`src/rtl/uart_tx_frame.sv`:
```
// UART frame transmitter: start bit, LSB-first data (5/7/8 bits), optional even parity, stop bit.
// Define UART_TX_PARITY_EN to compile in the even-parity bit after the data bits.
module uart_tx_frame (
    input  logic        clk,
    input  logic        rst,
    input  logic [13:0] bit_period,
    input  logic [3:0]  data_size,
    input  logic [7:0]  tx_data,
    input  logic        tx_start,
    output logic        tx_ready,
    output logic        tx_done,
    output logic        serial_out
);

`ifdef UART_TX_PARITY_EN
    typedef enum logic [2:0] {IDLE, START, DATA, PARITY, STOP} state_t;
`else
    typedef enum logic [2:0] {IDLE, START, DATA, STOP} state_t;
`endif

    state_t      state;
    logic [13:0] cnt;
    logic [3:0]  bit_idx;
    logic [7:0]  shreg;
    logic [3:0]  n_bits;
    logic [13:0] period;
`ifdef UART_TX_PARITY_EN
    logic        parity_bit;
`endif

    logic [3:0]  size_n;
    logic [7:0]  size_mask;
    logic [13:0] period_eff;
    logic        last_cycle;

    always_comb begin
        size_n    = 4'd5;
        size_mask = 8'h1F;
        if (data_size == 4'd8) begin
            size_n    = 4'd8;
            size_mask = 8'hFF;
        end else if (data_size == 4'd7) begin
            size_n    = 4'd7;
            size_mask = 8'h7F;
        end
        period_eff = (bit_period < 14'd2) ? 14'd2 : bit_period;
        // cnt runs 0..P-1 while the bit is held; the last value ends the bit
        last_cycle = (cnt == period - 14'd1);
    end

    always_ff @(posedge clk) begin
        if (rst) begin
            state      <= IDLE;
            cnt        <= '0;
            bit_idx    <= '0;
            shreg      <= '0;
            n_bits     <= 4'd5;
            period     <= 14'd2;
            serial_out <= 1'b1;
            tx_ready   <= 1'b1;
            tx_done    <= 1'b0;
`ifdef UART_TX_PARITY_EN
            parity_bit <= 1'b0;
`endif
        end else begin
            tx_done <= 1'b0;
            case (state)
                IDLE: begin
                    if (tx_start) begin
                        shreg      <= tx_data & size_mask;
                        n_bits     <= size_n;
                        period     <= period_eff;
`ifdef UART_TX_PARITY_EN
                        parity_bit <= ^(tx_data & size_mask);
`endif
                        cnt        <= '0;
                        bit_idx    <= '0;
                        serial_out <= 1'b0;
                        tx_ready   <= 1'b0;
                        state      <= START;
                    end
                end
                START: begin
                    if (last_cycle) begin
                        cnt        <= '0;
                        serial_out <= shreg[0];
                        state      <= DATA;
                    end else begin
                        cnt <= cnt + 14'd1;
                    end
                end
                DATA: begin
                    if (last_cycle) begin
                        cnt   <= '0;
                        shreg <= {1'b0, shreg[7:1]};
                        if (bit_idx == n_bits - 4'd1) begin
                            bit_idx <= '0;
`ifdef UART_TX_PARITY_EN
                            serial_out <= parity_bit;
                            state      <= PARITY;
`else
                            serial_out <= 1'b1;
                            state      <= STOP;
`endif
                        end else begin
                            bit_idx    <= bit_idx + 4'd1;
                            serial_out <= shreg[1];
                        end
                    end else begin
                        cnt <= cnt + 14'd1;
                    end
                end
`ifdef UART_TX_PARITY_EN
                PARITY: begin
                    if (last_cycle) begin
                        cnt        <= '0;
                        serial_out <= 1'b1;
                        state      <= STOP;
                    end else begin
                        cnt <= cnt + 14'd1;
                    end
                end
`endif
                STOP: begin
                    if (last_cycle) begin
                        cnt      <= '0;
                        tx_ready <= 1'b1;
                        tx_done  <= 1'b1;
                        state    <= IDLE;
                    end else begin
                        cnt <= cnt + 14'd1;
                    end
                end
                default: begin
                    state      <= IDLE;
                    serial_out <= 1'b1;
                    tx_ready   <= 1'b1;
                end
            endcase
        end
    end

endmodule

```
`config.mk`:
```
export PLATFORM = sky130hd
export DESIGN_NAME = uart_tx_frame
export DESIGN_NICKNAME = d
export VERILOG_FILES = /design/src/rtl/uart_tx_frame.sv
export SDC_FILE = /design/constraint.sdc
export NUM_CORES = 1
export LEC_CHECK = 0
export CORE_ASPECT_RATIO = 0.7
export CORE_MARGIN = 8
export CORE_UTILIZATION = 24
export DETAILED_ROUTE_END_ITERATION = 7
export GPL_ROUTABILITY_DRIVEN = 0
export PLACE_DENSITY = 0.52
export REMOVE_ABC_BUFFERS = 1
export SYNTH_ARGS = -nofsm -noshare
export SYNTH_HDL_FRONTEND = slang
export SYNTH_SLANG_ARGS = --single-unit
```
`constraint.sdc`:
```
create_clock -name clk -period 5.41 [get_ports clk]
set_input_delay 1.082 -clock clk [delete_from_list [all_inputs] [get_ports clk]]
set_output_delay 1.082 -clock clk [all_outputs]
set_load 0.005 [all_outputs]
```
==> run metrics <==
Max Cap Viol=0; crit path DAT=3250 ps; vias post-DR=2,639; Core Footprint=0.01181 mm2; final core occ=29.89%; commonest cells in the netlist=48 x dfxtp_1, 41 x a21oi_1, 38 x nand2_1, 20 x nor2_1, 15 x xnor2_1; Endpoint, Worst Hold=period[13]; FMAX=0.3221 GHz; CTS Buffer Depth=2; setup TNS=0 ps; global-route wire length before repair=12.44 mm; multi-input logic area=0.001832 mm2; Logic pwr share=41.7%; r2r endpoint=shreg[0]; die width=148.2 um; FF/Latch Area=960.9 um2; startpoint types=register; r2r startpoint=period[0]; DRC violations left=0; initial antenna violation count=0; H-tree Lvls=2; fin area=0.003530 mm2; Max VDD drop=0.1380 mV; clock latency on the worst-skew pair=290 ps; fill count=1,278; Final Max Slew Viols=0; sw frac=39.02%; Pleak=1.228 nW; placed cell areas=0.003352 mm2; fin nets=417; final critical-path required period=3104 ps; sequential share of power=33.0%; vias in the first global route=2,459; Slowest cell on crit path=or4_1; slew margin rel.=36.84%; ys async rst share=0%; sequential share of the synthesized area=32.71%; Tot GR Track Use=9.277%; DR iter-0 viols=177; synth warn=0; register bit count reported by yosys=48; CP Capture Type=register; clock slew seen by the registers of the worst setup and hold paths=70 ps; R2R cell count=9; power per cell area=410.9 mW/mm2; CTS resizes=0; outcome=completed; reg2reg setup slack=2310 ps; CP Cell Sequence=inv_1, ha_1, or3b_2, or4_1, o2111a_2, a211oi_4, a21boi_0, nor2_4, a211oi_1; Initial Utilization=24.88%; syn avg cell area=8.206 um2; Hold Crit Start=period[13]; post-synth top area share=32.71%; post-CTS setup buffer count=0; Final Hold Fails=0; crit path kind=reg -> reg; Post-CTS Hold Buffers=0; Worst Path Required=5560 ps; CTS tree=yes; worst hold slack=473.9 ps; Cell variety after synth=59; predominant post-synthesis flop cell=dfxtp_1; worst hold path type=reg -> reg; Cell Area, Synth=0.002938 mm2; critical path's largest stage delay=530 ps; TritonCTS Buffers=5; CTS root buffer=clkbuf_16; Top Ports=32; diode count=0; die area=0.01609 mm2; Area growth syn-to-layout=20.14%; most common cell in the netlist=dfxtp_1; largest fanout on the critical path=8; Cells on Worst Hold Path=2; drt wl/cell=13.92 um; share of layout cells above drive strength 1=5.820%; post-synthesis cell count=358; largest net degree at the start of global routing=24; Clock Power Share=25.3%; drt total wl=7.447 mm; first-pass detailed-route iteration total=4; Antenna Violating Nets Remaining=0; final setup vio count=0; Vias/cell=4.933; Die Y=108.6 um; CTS Sinks=48; Cell Int Power=0.8844 mW; Core Rows=33; Switch Pwr=0.5660 mW; Yosys top cell by area=dfxtp_1; slew of the pin with the lowest slew margin=938.7 ps; Clock Skew=4.631 ps; hpwl dp=5.650 mm; PortBufs=31; Period Utilization, post-route=57.38%; ranking of synthesized cells by area=dfxtp_1 33%, a21oi_1 7.0%, nand2_1 4.9%; Post-synth EDFFs=0; grt ovf=0; RSZ-0062 raised after global routing=no
how the worst max path moves through the flow:
stage / startpoint / to / slack (ps)
after global routing: period[0] / bit_idx[2] / 2080
after floorplan: period[0] / cnt[11] / 2170
final: period[0] / shreg[0] / 2310
after detailed placement: tx_start / cnt[7] / 2310
after CTS: period[0] / shreg[0] / 2310
after global placement: tx_start / cnt[13] / 2260
area by class of cell:
type                            count  share of cell area, %
Sequential cell                    48                  27.22
Clock buffer                        6                  3.935
Timing Repair Buffer               33                  9.217
Tap cell                          157                  5.565
Clock inverter                      2                  1.099
Inverter                           10                  1.063
Multi-Input combinational cell    279                  51.90
registers in the layout, indices dropped and copies added (netlist names):
| signal | cells |
|---|---|
| cnt | 14 |
| period | 14 |
| shreg | 8 |
| bit_idx | 4 |
| n_bits | 3 |
| state | 2 |
| serial_out | 1 |
| tx_done | 1 |
| tx_ready | 1 |
power by group through the flow:
stage / clock [mW] / combinational [mW] / sequential, mW
floorplan: 0 / 0.438 / 0.469
global placement: 0 / 0.599 / 0.486
detailed placement: 0 / 0.601 / 0.487
CTS: 0.378 / 0.604 / 0.479
global route: 0.393 / 0.678 / 0.491
finish: 0.367 / 0.604 / 0.479
kinds of logic (layout without fill, tap and decap cells):
logic type | after synthesis | count (layout) | synth area share [%]
AO/OA/AOI/OAI | 102 | 102 | 23.38
XOR/XNOR | 21 | 21 | 6.261
adder cells (fa/ha/maj) | 11 | 11 | 4.685
buffers and inverters | 31 | 51 | 4.940
flip-flops | 48 | 48 | 32.71
multiplexers | 8 | 8 | 2.726
AND/OR/NAND/NOR | 137 | 137 | 25.30
cell usage in the layout (no fill, tap or decap), types with 2 or more instances in the layout:
| master | count |
|---|---|
| o31ai_1 | 3 |
| nand2b_1 | 12 |
| xor2_1 | 6 |
| dfxtp_1 | 48 |
| and2_1 | 2 |
| or4_1 | 3 |
| a22oi_1 | 2 |
| nor3b_1 | 3 |
| nand4_1 | 5 |
| or3b_2 | 2 |
| nor4_1 | 6 |
| a21oi_1 | 41 |
| nand4b_1 | 3 |
| nor2_1 | 20 |
| o2111a_1 | 2 |
| nor3_1 | 7 |
| o211ai_1 | 2 |
| mux2i_1 | 8 |
| ha_1 | 11 |
| a21boi_0 | 2 |
| and3_1 | 9 |
| a22o_1 | 3 |
| o21ai_0 | 11 |
| xnor2_1 | 15 |
| clkdlybuf4s50_1 | 31 |
| nand3b_1 | 3 |
| a211oi_1 | 10 |
| a31oi_1 | 9 |
| nand3_1 | 11 |
| clkbuf_16 | 5 |
| nor2b_1 | 5 |
| inv_1 | 10 |
| a311oi_1 | 2 |
| buf_4 | 2 |
| nand2_1 | 38 |
| a41oi_1 | 2 |
metrics by stage:
step,instances,worst slack (ps),power (mW)
after floorplan,337,2172,0.9070
after global placement,527,2261,1.085
after detailed placement,527,2311,1.088
after CTS,535,2314,1.461
after global routing,535,2083,1.563
final,535,2306,1.450
worst max-delay path: cells and delay by family (launching register included):
| family | cells | cell delay, ps |
|---|---|---|
| AO/OA/AOI/OAI | 4 | 1000 |
| adder cells (fa/ha/maj) | 1 | 210 |
| buffers and inverters | 1 | 80 |
| flip-flops | 1 | 370 |
| AND/OR/NAND/NOR | 3 | 1300 |
per-layer routing:
layer  routed length (um)  track usage [%]  part of all wire, %  vias to the layer above
met5                    0                0                    0                        -
met4                   47            2.175                 0.63                        0
met3                  344            1.961                  4.6                        4
met2                 2929            12.93                   39                       67
met1                 4125            14.00                   55                     1214
li1                     -                -                    -                     1354
Note: power is estimated with default switching activity, not from simulation.
